==> config.mk <==
export PLATFORM = sky130hd
export DESIGN_NAME = ingress_ram_loader_flat
export DESIGN_NICKNAME = d
export VERILOG_FILES = /design/src/rtl/ingress_ram_loader_if.sv /design/src/rtl/ingress_ram_loader.sv /design/src/flat_wrapper.sv
export SDC_FILE = /design/constraint.sdc
export NUM_CORES = 1
export LEC_CHECK = 0
export CELL_PAD_IN_SITES_DETAIL_PLACEMENT = 1
export CELL_PAD_IN_SITES_GLOBAL_PLACEMENT = 2
export CORE_ASPECT_RATIO = 0.6
export CORE_MARGIN = 2
export CORE_UTILIZATION = 31
export DETAILED_ROUTE_END_ITERATION = 12
export GPL_TIMING_DRIVEN = 0
export PLACE_DENSITY = 0.86
export SYNTH_ARGS = -nofsm -noshare
export SYNTH_HDL_FRONTEND = slang
export SYNTH_SLANG_ARGS = --single-unit
==> constraint.sdc <==
create_clock -name clk -period 3.4 [get_ports clk]
set_input_delay 0.34 -clock clk [delete_from_list [all_inputs] [get_ports clk]]
set_output_delay 0.34 -clock clk [all_outputs]
set_load 0.02 [all_outputs]
==> src/rtl/ingress_ram_loader_if.sv <==
// Avalon-MM slave bundle between the HPS bus bridge and the ingress RAM loader.
interface ingress_ram_loader_if;
  logic        chipselect;
  logic        write;
  logic        read;
  logic [3:0]  address;
  logic [31:0] writedata;
  logic [31:0] readdata;

  modport master (
    output chipselect,
    output write,
    output read,
    output address,
    output writedata,
    input  readdata
  );

  modport slave (
    input  chipselect,
    input  write,
    input  read,
    input  address,
    input  writedata,
    output readdata
  );
endinterface

==> src/rtl/ingress_ram_loader.sv <==
// Ingress RAM loader: Avalon-MM slave that streams HPS words into per-port input
// RAMs with one write pointer per port, full/overflow tracking and control/status CSRs.
module ingress_ram_loader #(
  parameter int unsigned NUM_PORTS = 4,
  parameter int unsigned DATA_W    = 32,
  parameter int unsigned ADDR_W    = 12
) (
  input  logic                          clk,
  input  logic                          reset,
  ingress_ram_loader_if.slave           bus,
  output logic [DATA_W-1:0]             ram_wdata,
  output logic [NUM_PORTS-1:0]          ram_wren,
  output logic [NUM_PORTS*ADDR_W-1:0]   ram_wraddr,
  output logic                          write_enable,
  output logic                          read_enable,
  output logic                          reset_rams,
  output logic [NUM_PORTS-1:0]          overflow
);

  localparam int unsigned CNT_W      = ADDR_W + 1;
  localparam logic [CNT_W-1:0] DEPTH = {1'b1, {ADDR_W{1'b0}}};
  localparam logic [3:0] NUM_PORTS_A = 4'(NUM_PORTS);
  localparam logic [3:0] ADDR_STOP   = 4'd12;
  localparam logic [3:0] ADDR_CLEAR  = 4'd13;
  localparam logic [3:0] ADDR_RDEN   = 4'd14;
  localparam logic [3:0] ADDR_WREN   = 4'd15;

  logic [CNT_W-1:0]     cnt_q [NUM_PORTS];
  logic [NUM_PORTS-1:0] wren_q;
  logic [31:0]          readdata_q;

  logic                 wr_acc;
  logic                 rd_acc;
  logic                 clear;
  logic [NUM_PORTS-1:0] sel_oh;
  logic [NUM_PORTS-1:0] issue;
  logic [NUM_PORTS-1:0] ovf_set;
  logic [NUM_PORTS-1:0] full;
  logic [CNT_W-1:0]     eff_cnt [NUM_PORTS];
  logic [31:0]          rd_next;

  // Access decode and per-port full check; the effective count folds in a RAM
  // write issued this cycle whose pointer increment lands at the end of it.
  always_comb begin
    wr_acc  = bus.chipselect && bus.write;
    rd_acc  = bus.chipselect && bus.read;
    clear   = wr_acc && (bus.address == ADDR_CLEAR);
    sel_oh  = '0;
    issue   = '0;
    ovf_set = '0;
    full    = '0;
    for (int p = 0; p < NUM_PORTS; p++) begin
      sel_oh[p]  = wr_acc && (bus.address == 4'(p)) && (bus.address < NUM_PORTS_A);
      eff_cnt[p] = cnt_q[p] + CNT_W'(wren_q[p]);
      issue[p]   = sel_oh[p] && (eff_cnt[p] != DEPTH);
      ovf_set[p] = sel_oh[p] && (eff_cnt[p] == DEPTH);
      full[p]    = (cnt_q[p] == DEPTH);
    end
  end

  // Read mux: per-port occupancy words and the status word.
  always_comb begin
    rd_next = '0;
    for (int p = 0; p < NUM_PORTS; p++) begin
      if (bus.address == 4'(p)) begin
        rd_next     = 32'(cnt_q[p]);
        rd_next[31] = overflow[p];
      end
    end
    if (bus.address == ADDR_STOP) begin
      rd_next     = 32'(full);
      rd_next[31] = write_enable;
      rd_next[30] = read_enable;
    end
  end

  // Pointer/count, overflow, control CSRs, RAM write stage and read data.
  always_ff @(posedge clk) begin
    if (reset) begin
      wren_q       <= '0;
      ram_wdata    <= '0;
      reset_rams   <= 1'b0;
      overflow     <= '0;
      write_enable <= 1'b0;
      read_enable  <= 1'b0;
      readdata_q   <= '0;
      for (int p = 0; p < NUM_PORTS; p++) cnt_q[p] <= '0;
    end else begin
      wren_q     <= issue;
      reset_rams <= clear;
      if (|sel_oh) ram_wdata <= bus.writedata[DATA_W-1:0];
      if (clear) begin
        overflow <= '0;
        for (int p = 0; p < NUM_PORTS; p++) cnt_q[p] <= '0;
      end else begin
        overflow <= overflow | ovf_set;
        for (int p = 0; p < NUM_PORTS; p++) cnt_q[p] <= cnt_q[p] + CNT_W'(wren_q[p]);
      end
      if (wr_acc) begin
        case (bus.address)
          ADDR_STOP: begin
            write_enable <= 1'b0;
            read_enable  <= 1'b0;
          end
          ADDR_RDEN: read_enable  <= 1'b1;
          ADDR_WREN: write_enable <= 1'b1;
          default:   ;
        endcase
      end
      if (rd_acc) readdata_q <= rd_next;
    end
  end

  // A RAM write staged in the previous cycle is cancelled by reset in this one.
  always_comb begin
    ram_wren = wren_q & {NUM_PORTS{~reset}};
    for (int p = 0; p < NUM_PORTS; p++) begin
      ram_wraddr[p*ADDR_W +: ADDR_W] = cnt_q[p][ADDR_W-1:0];
    end
  end

  assign bus.readdata = readdata_q;

endmodule

==> src/flat_wrapper.sv <==
// flat-port wrapper written by rule: the top's interface ports become plain ports
module ingress_ram_loader_flat 
#(
  parameter int unsigned NUM_PORTS = 4,
  parameter int unsigned DATA_W    = 32,
  parameter int unsigned ADDR_W    = 12
)
  (clk, reset, ram_wdata, ram_wren, ram_wraddr, write_enable, read_enable, reset_rams, overflow, bus_chipselect, bus_write, bus_read, bus_address, bus_writedata, bus_readdata);
  ingress_ram_loader_if bus_i ();
  input  logic clk;
  input  logic reset;
  output logic [DATA_W-1:0] ram_wdata;
  output logic [NUM_PORTS-1:0] ram_wren;
  output logic [NUM_PORTS*ADDR_W-1:0] ram_wraddr;
  output logic write_enable;
  output logic read_enable;
  output logic reset_rams;
  output logic [NUM_PORTS-1:0] overflow;
  input wire logic [$bits(bus_i.chipselect)-1:0] bus_chipselect;
  input wire logic [$bits(bus_i.write)-1:0] bus_write;
  input wire logic [$bits(bus_i.read)-1:0] bus_read;
  input wire logic [$bits(bus_i.address)-1:0] bus_address;
  input wire logic [$bits(bus_i.writedata)-1:0] bus_writedata;
  output wire logic [$bits(bus_i.readdata)-1:0] bus_readdata;
  assign bus_i.chipselect = bus_chipselect;
  assign bus_i.write = bus_write;
  assign bus_i.read = bus_read;
  assign bus_i.address = bus_address;
  assign bus_i.writedata = bus_writedata;
  assign bus_readdata = bus_i.readdata;
  ingress_ram_loader #(.NUM_PORTS(NUM_PORTS), .DATA_W(DATA_W), .ADDR_W(ADDR_W)) u_core (.clk(clk), .reset(reset), .bus(bus_i), .ram_wdata(ram_wdata), .ram_wren(ram_wren), .ram_wraddr(ram_wraddr), .write_enable(write_enable), .read_enable(read_enable), .reset_rams(reset_rams), .overflow(overflow));
endmodule
==> summary.md, run 1 <==
| Metric | Value |
|---|---|
| Hold_buf cts | 0 |
| Clock tree sinks | 110 |
| Hold WS | 0.382 ns |
| Max Cap Viol | 0 |
| Fin nets | ~950 |
| Global route overflow | 0 |
| Vias per cell | around 4.7 |
| Worst Hold Class | input pin to register |
| Outcome | finished clean |
| Die X | 187 um |
| WL/cell | 17.0 um |
| CP Max Fanout | 6 |
| Mean Syn Cell Area | between 8 and 9 um2 |
| First-pass GRT wire length | between 30 and 40 mm |
| Power per cell area | between 300 and 400 nW/um2 |
| Crit path DAT | between 3 and 4 ns |
| Worst setup SP type | register |
| Vias in the first global route | 5518 |
| Ys Warns | 0 |
| Fmax | 0.360 GHz |
| Fin Setup TNS | 0 ns |
| Register area share after synthesis | 0.417 |
| Post-CTS Resized | 0 |
| Max IR drop VDD | 0.251 mV |
| Worst-path clk slew | 0.08 ns |
| Initial drt markers | ~330 |
| DP Wirelength | around 16 mm |
| Crit. End Element | register |
| # rows | 40 |
| Initial antenna violation count | 1 |
| Ranking of synthesized cells by area | dfxtp_1, edfxtp_1, buf_4, nand2_1, nor2_1 |
| Fin. Hold Viols | 0 |
| Clk buf depth | 2 |
| Req. time, crit path | ~3.7 ns |
| Crit path kind | register to register |
| Pins over their slew limit | 0 |
| Final setup margin | between 0.6 and 0.7 ns |
| Total track usage | 0.192 |
| Detailed Routing Iterations Pass 1 | 4 |
| Initial core utilization | 0.314 |
| Antenna viol nets, final | 0 |
| Tot Pwr | approximately 3000 uW |
| Flops & latches, synth | 110 |
| Core Footprint | approximately 20000 um2 |
| RePlAce Congestion | between 0.8 and 0.9 |
| Post-synth EDFFs | 39 |
| Largest net degree at the start of global routing | 20 |
| Synth Instances | around 690 |
| Routed WL | 20.1 mm |
| Ys async rst share | 0 |
| Die area | between 20000 and 25000 um2 |
| Drt drc | 0 |
| IO Port Bufs | 145 |
| CTS Root Cell | clkbuf_16 |
| Synthesis-to-finish area growth | 37.0% |
| CTS tree | built |
| Worst Tran Pin Value | ~1.1 ns |
| Worst skew pair latency | between 0.3 and 0.4 ns |
| Chip height | roughly 110 um |
| Post-Syn Area | ~6200 um2 |
| Biggest area consumer among synthesized cells | dfxtp_1 |
| Final period utilization | 0.816 |
| Synth top area share | 0.229 |
| TritonCTS Buffers | 9 |
| H-tree levels | 3 |
| Via Count | between 5000 and 6000 |
| Diodes inserted | 0 |
| I/O pin cnt | about 160 |
| Fin crit period | ~2.8 ns |
| RSZ-0062 raised after global routing | no |
| Postcts setup bufs | 0 |
| Synth cell types | 63 |
| Leakage power | 0.00315 uW |
| Worst Skew | roughly 0.012 ns |
| Ys flop type | dfxtp_1 |
| Layout cell share with drive strength beyond 1 | 0.131 |
| Slew margin rel. | 0.257 |
| Final setup violation count | 0 |
| Pre-CTS setup slack | 0.520 ns |
## worst max-delay path, stage by stage (launching register included)
cell      delay, ns
edfxtp_1       0.47
ha_1           0.33
ha_1           0.37
nand3_1        0.30
o41ai_1        0.31
o211ai_1       0.14
nor4_1         0.43
nand2_1        0.09
and3_1         0.23
## registers in the layout, summed over array words and instances (netlist names)
register             count
u_core.bus.readdata     15
u_core.cnt_q            52
u_core.overflow          4
u_core.ram_wdata        32
u_core.read_enable       1
u_core.reset_rams        1
u_core.wren_q            4
u_core.write_enable      1
## placed cells by master (no fill, tap or decap), drive strengths merged, types with 9 or more instances in the layout
master           n
clkdlybuf4s50  145
nand2           95
nor2            83
buf             79
dfxtp           71
conb            56
clkbuf          45
a21oi           43
edfxtp          39
xnor2           25
nand3           24
xor2            21
nor3            17
nand4           17
and2            14
mux4            14
a22oi            9
## worst paths after layout
kind	start	endpoint	slack (ns)	depth (start not counted)
worst max register to register	u_core.cnt_q[3][0]$_SDFFCE_PN0P_	u_core.wren_q[3]$_SDFF_PP0_	0.63	8
worst min register to register	u_core.ram_wdata[15]$_SDFFE_PP0P_	u_core.ram_wdata[15]$_SDFFE_PP0P_	0.46	2
worst min-delay path	bus_address[0]	u_core.reset_rams$_SDFF_PP0_	0.38	3
worst max-delay path	u_core.cnt_q[3][0]$_SDFFCE_PN0P_	u_core.wren_q[3]$_SDFF_PP0_	0.63	8
## where the power goes
| part | leakage (uW) | total (uW) | switching, uW | internal [uW] |
|---|---|---|---|---|
| sequential | 0.000973 | 1470 | 60.4 | 1410 |
| clock | 0.000149 | 1120 | 557 | 559 |
| combinational | 0.00203 | 468 | 240 | 228 |
## routing by layer
metal | global-route usage | routed length (um) | share of wire | vias to the layer above
li1 | - | - | - | 2711
met1 | 0.299 | 10600 | 0.53 | 2713
met2 | 0.269 | 8110 | 0.40 | 158
met3 | 0.0354 | 1140 | 0.057 | 14
met4 | 0.0455 | 209 | 0.010 | 0
met5 | 0 | 0 | 0 | -
## final cells by class
class / count / area [um2]
fill: 2389 / 11300
clock inverter: 5 / 48.8
sequential: 110 / 2590
multi-input combinational: 519 / 3110
clock buffer: 11 / 254
inverter: 5 / 18.8
tap: 273 / 342
buffer: 113 / 701
timing repair buffer: 145 / 1450
## synth_stat cells (4+ instances only)
cell      number
o21ai_0        8
or3_1          4
mux4_2        12
edfxtp_1      39
xor2_1        21
nor3_1        16
a21oi_1       43
nand2b_1       4
buf_4         67
a22oi_1        9
ha_1           8
nor4b_1        4
nor2b_1        8
inv_1          5
xnor2_1       25
dfxtp_1       71
nand4_1       15
nand2_1       95
nor4_1         8
nor2_1        83
and2_1        14
or4_1          5
nand3_1       24
and3_1         6
clkbuf_1      33
buf_2          7
## logic make-up (layout without fill, tap and decap cells)
family	after synthesis	after routing	synth area share
DFF	110	110	0.417
and+or+nand+nor	300	300	0.233
adders and majority gates	8	8	0.0161
buffers and inverters	118	279	0.116
muxes	18	18	0.0596
other	2	56	0.00121
AOI/OAI and AO/OA	91	91	0.0924
xor gates and xnor gates	46	46	0.0648
## stage by stage
step	cell area, um2	cells	util
after floorplan	6420	747	-
after global routing	8520	1181	0.430
after global placement	8210	1165	0.414
after detailed placement	8210	1165	0.414
after CTS	8520	1181	0.430
final	8520	1181	0.430
No activity file was read; power rests on OpenSTA's default activity.
==> run 2, diff against run 1 <==
--- a/config.mk
+++ b/config.mk
@@ -9,10 +9,10 @@
 export CELL_PAD_IN_SITES_GLOBAL_PLACEMENT = 2
 export CORE_ASPECT_RATIO = 0.6
 export CORE_MARGIN = 2
-export CORE_UTILIZATION = 31
+export CORE_UTILIZATION = 29
 export DETAILED_ROUTE_END_ITERATION = 12
 export GPL_TIMING_DRIVEN = 0
-export PLACE_DENSITY = 0.86
+export PLACE_DENSITY = 0.82
 export SYNTH_ARGS = -nofsm -noshare
 export SYNTH_HDL_FRONTEND = slang
 export SYNTH_SLANG_ARGS = --single-unit
==> constraint.sdc (replaced) <==
create_clock -name clk -period 2.66 [get_ports clk]
set_input_delay 0.266 -clock clk [delete_from_list [all_inputs] [get_ports clk]]
set_output_delay 0.266 -clock clk [all_outputs]
set_load 0.02 [all_outputs]
==> run 2 against run 1 <==
  * First-iteration DRC count is 24% lower
  * Utilization is 2.3 points lower
  * Wire length is 0.85% higher
  * Sequential power is 27% higher
  * Register-to-register slack worse by 0.45 ns
  * Worst hold slack worse by 0.094 ns
  * Sequential share of layout area is 0.17 points lower
  * Combinational power is 29% higher
==> summary.md, run 2 (synthesis results as in run 1) <==
| Metric | Value |
|---|---|
| Commonest non-fill, non-tap cell in the layout | clkdlybuf4s50_1 (unchanged) |
| Layout cell share with drive strength beyond 1 | 0.139 (was 0.131) |
| Slew margin rel. | 0.321 (was 0.257) |
| Max reg flops | 52 (unchanged) |
| Hold WS | 0.288 ns (was 0.382 ns) |
| Fin crit period | 2.49 ns (was 2.77 ns) |
| Leakage power | 0.00316 uW (was 0.00315 uW) |
| # rows | 41 (was 40) |
| Req. time, crit path | 2.97 ns (was 3.65 ns) |
| IO Port Bufs | 145 (unchanged) |
| Worst Skew | 0.0130 ns (was 0.0116 ns) |
| CTS tree | built (unchanged) |
| Most flops, register | u_core.cnt_q (unchanged) |
| Clock tree sinks | 110 (unchanged) |
| First-pass GRT wire length | 31.7 mm (was 31.6 mm) |
| Crit. End Element | register (unchanged) |
| DP Wirelength | 15.8 mm (was 15.7 mm) |
| TritonCTS Buffers | 9 (unchanged) |
| Crit path buffers/inverters | 0 (unchanged) |
| Vias per cell | 4.68 (was 4.74) |
| Pins over their slew limit | 0 (unchanged) |
| Reg-to-reg setup timing slack | 0.17 ns (was 0.63 ns) |
| Initial core utilization | 0.296 (was 0.314) |
| Die area | 22700 um2 (was 21200 um2) |
| Worst Hold Launch | bus_address[0] (unchanged) |
| Core Footprint | 21000 um2 (was 19800 um2) |
| Fin nets | 953 (was 952) |
| Largest net degree at the start of global routing | 20 (unchanged) |
| Reg power frac | 0.477 (was 0.481) |
| Die X | 193 um (was 187 um) |
| Reg-to-reg endpoint | u_core.overflow[2]$_SDFF_PN0_ (was u_core.wren_q[3]$_SDFF_PP0_) |
| R2R cell count | 8 (unchanged) |
| Clock share of power | 0.369 (was 0.366) |
| Initial antenna violation count | 0 (was 1) |
| CP Max Fanout | 6 (unchanged) |
| Global route overflow | 0 (unchanged) |
| Clk buf depth | 2 (unchanged) |
| Power per cell area | 458 nW/um2 (was 358 nW/um2) |
| P_int | 2840 uW (was 2190 uW) |
| Comb pwr share | 0.154 (was 0.153) |
| H-tree levels | 3 (unchanged) |
| Max incr delay on CP | 0.45 ns (was 0.47 ns) |
| Synthesis-to-finish area growth | 37.7% (was 37.0%) |
| Worst Hold Class | input pin to register (unchanged) |
| Crit path kind | register to register (unchanged) |
| Worst r2r src | u_core.cnt_q[2][0]$_SDFFE_PP0P_ (was u_core.cnt_q[3][0]$_SDFFCE_PN0P_) |
| Crit-path slowest cell | dfxtp_1 (was edfxtp_1) |
| Via Count | 5559 (was 5596) |
| Worst skew pair latency | 0.37 ns (about the same) |
| Commonest cells after routing, fill and taps aside | clkdlybuf4s50_1, nand2_1, nor2_1 (unchanged) |
| WL/cell | 17.0 um (about the same) |
| RSZ-0062 raised after global routing | no (unchanged) |
| Hold_buf cts | 0 (unchanged) |
| Vias in the first global route | 5385 (was 5518) |
| Outcome | finished clean (unchanged) |
| CTS Root Cell | clkbuf_16 (unchanged) |
| Post-Layout Inst Area | 8560 um2 (was 8520 um2) |
| Final setup violation count | 0 (unchanged) |
| Fmax | 0.402 GHz (was 0.360 GHz) |
| Cell family with most CP delay | simple AND/OR/NAND/NOR gates (unchanged) |
| Hold path depth | 3 (unchanged) |
| Hold Path End | u_core.reset_rams$_SDFF_PP0_ (unchanged) |
| Antenna viol nets, final | 0 (unchanged) |
| Drt drc | 0 (unchanged) |
| Routed WL | 20.2 mm (was 20.1 mm) |
| Diodes inserted | 0 (unchanged) |
| Crit path DAT | 2.80 ns (was 3.02 ns) |
| Worst Tran Pin Value | 1.01 ns (was 1.11 ns) |
| Chip height | 117 um (was 114 um) |
| Worst setup SP type | register (unchanged) |
| Worst-path clk slew | 0.08 ns (about the same) |
| Max Cap Viol | 0 (unchanged) |
| Fin. Hold Viols | 0 (unchanged) |
| Placement-stage cell area | 8220 um2 (was 8210 um2) |
| Max IR drop VDD | 0.327 mV (was 0.251 mV) |
| I/O pin cnt | 164 (unchanged) |
| RePlAce Congestion | 0.819 (was 0.842) |
| Final period utilization | 0.935 (was 0.816) |
| Total track usage | 0.183 (was 0.192) |
| Net Sw Frac | 0.277 (was 0.281) |
| Fill cells | 2491 (was 2389) |
| CP cell instances | ha_1, ha_1, nand4_1, nor2_1, nand4_1, xor2_1, a2111oi_4, a22o_1 (was ha_1, ha_1, nand3_1, o41ai_1, o211ai_1, nor4_1, nand2_1, and3_1) |
| NetSw | 1090 uW (was 857 uW) |
| Initial drt markers | 249 (was 329) |
| Detailed Routing Iterations Pass 1 | 5 (was 4) |
==> run 2: changes by cell type in the layout (fill, tap and decap cells not counted), sizes merged <==
cell,previous run,this run
clkinv,3,1
clkinvlp,0,1
buf,79,81
bufinv,0,1
clkbuf,45,42
inv,7,9
==> run 2: worst min-delay path, delay by kind of cell <==
kind / cells / cell delay (ns)
simple gates: 2 / 0.20
buf+inv: 1 / 0.15
==> run 2: what timing repair did <==
item / CTS / global route
setup endpoints to repair: 1 / 8
resized for setup: 1 / 4
cloned: 0 / 0
buffers inserted: 0 / 2
==> run 2: power by group through the flow <==
| stage | Sequential [uW] | Combinational (uW) | Clock (uW) |
|---|---|---|---|
| after CTS | 1870 | 599 | 1490 |
| after global routing | 1880 | 654 | 1560 |
| after global placement | 1910 | 591 | 0 |
| final | 1870 | 604 | 1450 |
| after floorplan | 1900 | 346 | 0 |
| after detailed placement | 1910 | 596 | 0 |
==> run 2: layout make-up <==
| class | instances | area, um2 | area share |
|---|---|---|---|
| timing repair buffer | 147 | 1470 | 0.171 |
| buffer | 112 | 697 | 0.0814 |
| clock inverter | 7 | 77.6 | 0.00906 |
| sequential | 110 | 2590 | 0.303 |
| multi-input combinational | 519 | 3140 | 0.366 |
| tap | 279 | 349 | 0.0408 |
| inverter | 5 | 18.8 | 0.00219 |
| clock buffer | 9 | 225 | 0.0263 |
==> run 2: per-stage QoR <==
stage          worst slack [ns]  TNS (ns)  std cells  total power, uW   util
5_1_grt                  0.0429         0       1188             4100  0.407
4_1_cts                  0.0400         0       1187             3960  0.406
3_3_place_gp             -0.120     -1.09       1171             2500  0.391
3_5_place_dp             -0.172     -1.70       1171             2510  0.391
2_1_floorplan             0.395         0        747             2250      -
6_report                  0.173         0       1188             3920  0.407
==> run 2: worst max-delay path by stage <==
stage,from,end,slack (ns),cells after the start
CTS,u_core.cnt_q[3][0]$_SDFFCE_PN0P_,u_core.wren_q[3]$_SDFF_PP0_,0.04,8
floorplan,u_core.cnt_q[1][0]$_SDFFCE_PN0P_,u_core.wren_q[1]$_SDFF_PP0_,0.39,9
global placement,bus_chipselect,u_core.cnt_q[1][8]$_SDFFCE_PN0P_,-0.12,7
detailed placement,bus_chipselect,u_core.cnt_q[1][8]$_SDFFCE_PN0P_,-0.17,7
global route,u_core.cnt_q[2][0]$_SDFFE_PP0P_,u_core.overflow[2]$_SDFF_PN0_,0.04,8
finish,u_core.cnt_q[2][0]$_SDFFE_PP0P_,u_core.overflow[2]$_SDFF_PN0_,0.17,8
==> run 2: metal layers <==
layer,part of all wire,wire (um),track usage
met1,0.51,10400,0.284
met2,0.41,8340,0.253
met3,0.066,1330,0.0476
met4,0.0086,174,0.0331
met5,0,0,0
==> run 3, diff against run 2 <==
--- a/config.mk
+++ b/config.mk
@@ -9,10 +9,10 @@
 export CELL_PAD_IN_SITES_GLOBAL_PLACEMENT = 2
 export CORE_ASPECT_RATIO = 0.6
 export CORE_MARGIN = 2
-export CORE_UTILIZATION = 29
+export CORE_UTILIZATION = 31
 export DETAILED_ROUTE_END_ITERATION = 12
 export GPL_TIMING_DRIVEN = 0
-export PLACE_DENSITY = 0.82
+export PLACE_DENSITY = 0.88
 export SYNTH_ARGS = -nofsm -noshare
 export SYNTH_HDL_FRONTEND = slang
 export SYNTH_SLANG_ARGS = --single-unit
==> constraint.sdc (replaced) <==
create_clock -name clk -period 3 [get_ports clk]
set_input_delay 0.3 -clock clk [delete_from_list [all_inputs] [get_ports clk]]
set_output_delay 0.3 -clock clk [all_outputs]
set_load 0.02 [all_outputs]
==> run 3 against run 2 <==
  * Non-clock buffer count shrank 1
  * Combinational power is 12% lower
  * Sequential cell count unchanged
  * Final cell count down 0.59%
==> summary.md, run 3 (synthesis results as in run 1) <==
| Metric | Value |
|---|---|
| First-pass GRT wire length | 31.8 mm (was 31.7 mm) |
| Dpl cells | 1165 (was 1171) |
| Worst Tran Pin Value | 1.09 ns (was 1.01 ns) |
| RSZ-0062 raised after global routing | no (unchanged) |
| Worst skew pair latency | 0.37 ns (about the same) |
| Leakage power | 0.00315 uW (was 0.00316 uW) |
| Layout cell share with drive strength beyond 1 | 0.132 (was 0.139) |
| DP Wirelength | 15.7 mm (was 15.8 mm) |
| Crit. End Element | register (unchanged) |
| H-tree levels | 3 (unchanged) |
| Max reg flops | 52 (unchanged) |
| Die X | 187 um (was 193 um) |
| Final Non-Filler Cells | 1181 (was 1188) |
| RePlAce Congestion | 0.837 (was 0.819) |
| Hold WS | 0.320 ns (was 0.288 ns) |
| Initial drt markers | 343 (was 249) |
| Initial antenna violation count | 0 (unchanged) |
| Clock tree sinks | 110 (unchanged) |
| Fin nets | 952 (was 953) |
| Final setup violation count | 0 (unchanged) |
| Commonest cells after routing, fill and taps aside | clkdlybuf4s50_1, nand2_1, nor2_1 (unchanged) |
| I/O pin cnt | 164 (unchanged) |
| TritonCTS Buffers | 9 (unchanged) |
| Chip height | 114 um (was 117 um) |
| Synthesis-to-finish area growth | 36.9% (was 37.7%) |
| Max Cap Viol | 0 (unchanged) |
| Max IR drop VDD | 0.249 mV (was 0.327 mV) |
| Post-CTS Resized | 0 (was 1) |
| Crit path kind | register to register (unchanged) |
| Worst Hold Class | input pin to register (unchanged) |
| Detailed Routing Iterations Pass 1 | 4 (was 5) |
| Die area | 21200 um2 (was 22700 um2) |
| Drt drc | 0 (unchanged) |
| Most flops, register | u_core.cnt_q (unchanged) |
| Antenna viol nets, final | 0 (unchanged) |
| Fmax | 0.368 GHz (was 0.402 GHz) |
| Worst-path clk slew | 0.08 ns (about the same) |
| IO Port Bufs | 145 (unchanged) |
| Commonest non-fill, non-tap cell in the layout | clkdlybuf4s50_1 (unchanged) |
| Final setup margin | 0.279 ns (was 0.173 ns) |
| Fin Setup TNS | 0 ns (unchanged) |
| Pins over their slew limit | 0 (unchanged) |
| Crit path DAT | 2.97 ns (was 2.80 ns) |
| Final period utilization | 0.907 (was 0.935) |
| CTS Root Cell | clkbuf_16 (unchanged) |
| Vias per cell | 4.75 (was 4.68) |
| Hold_buf cts | 0 (unchanged) |
| Core Footprint | 19800 um2 (was 21000 um2) |
| Worst setup SP type | register (unchanged) |
| Fin crit period | 2.72 ns (was 2.49 ns) |
| Global route overflow | 0 (unchanged) |
| Postcts setup bufs | 0 (unchanged) |
| WL/cell | 17.2 um (was 17.0 um) |
| Outcome | finished clean (unchanged) |
| Slew margin rel. | 0.268 (was 0.321) |
| Fill cells | 2361 (was 2491) |
| Pre-CTS setup slack | 0.164 ns (was -0.172 ns) |
| # rows | 40 (was 41) |
| Fin. Hold Viols | 0 (unchanged) |
| Via Count | 5608 (was 5559) |
| Power per cell area | 404 nW/um2 (was 458 nW/um2) |
| Vias in the first global route | 5577 (was 5385) |
| Fin util | 0.429 (was 0.407) |
| CP Max Fanout | 6 (unchanged) |
| Largest net degree at the start of global routing | 22 (was 20) |
| Total track usage | 0.193 (was 0.183) |
| Req. time, crit path | 3.24 ns (was 2.97 ns) |
| Routed WL | 20.3 mm (was 20.2 mm) |
| Diodes inserted | 0 (unchanged) |
| CTS tree | built (unchanged) |
| Initial core utilization | 0.314 (was 0.296) |
| Worst Skew | 0.00809 ns (was 0.0130 ns) |
| Clk buf depth | 2 (unchanged) |
==> run 3: cell count changes in the layout (fill, tap and decap cells not counted), sizes merged <==
cell	change
clkbuf	+1
clkinv	+2
buf	-2
bufinv	-1
clkinvlp	-1
==> run 3: through the flow <==
stage          total power (uW)  cell area (um2)
5_1_grt                    3580             8510
2_1_floorplan              1990             6420
3_3_place_gp               2220             8210
4_1_cts                    3470             8510
3_5_place_dp               2230             8210
6_report                   3440             8510
==> run 3: routing by layer <==
layer | vias to the layer above | global-route usage | part of all wire
met5 | - | 0 | 0
met4 | 0 | 0.0402 | 0.011
met3 | 16 | 0.0397 | 0.062
met2 | 152 | 0.281 | 0.41
met1 | 2725 | 0.293 | 0.52
li1 | 2715 | - | -
==> run 3: final cells by class <==
class | count | area, um2 | share of cell area
Multi-Input combinational cell | 519 | 3110 | 0.365
Sequential cell | 110 | 2590 | 0.305
Timing Repair Buffer | 145 | 1450 | 0.171
Buffer | 113 | 701 | 0.0823
Tap cell | 273 | 342 | 0.0401
Clock buffer | 9 | 225 | 0.0265
Clock inverter | 7 | 73.8 | 0.00867
Inverter | 5 | 18.8 | 0.00220
==> run 3: report_power, final <==
group,switching [uW],total (uW),internal [uW]
Combinational,273,531,258
Sequential,68.3,1660,1600
Clock,653,1250,594
Total,994,3440,2450
==> run 3: worst paths after layout <==
check | start | to | slack [ns] | cells after the start
min reg2reg | u_core.ram_wdata[12]$_SDFFE_PP0P_ | u_core.ram_wdata[12]$_SDFFE_PP0P_ | 0.46 | 2
max reg2reg | u_core.cnt_q[3][0]$_SDFFCE_PN0P_ | u_core.wren_q[3]$_SDFF_PP0_ | 0.28 | 8
max | u_core.cnt_q[3][0]$_SDFFCE_PN0P_ | u_core.wren_q[3]$_SDFF_PP0_ | 0.28 | 8
min | bus_address[0] | u_core.reset_rams$_SDFF_PP0_ | 0.32 | 3
==> run 3: critical path, cell delays in order, from the launching register on <==
cell and delay, ns:
edfxtp_1 0.45, ha_1 0.31, ha_1 0.35, nand3_1 0.30, o41ai_1 0.32, o211ai_1 0.13, nor4_1 0.42, nand2_1 0.08
and3_1 0.24
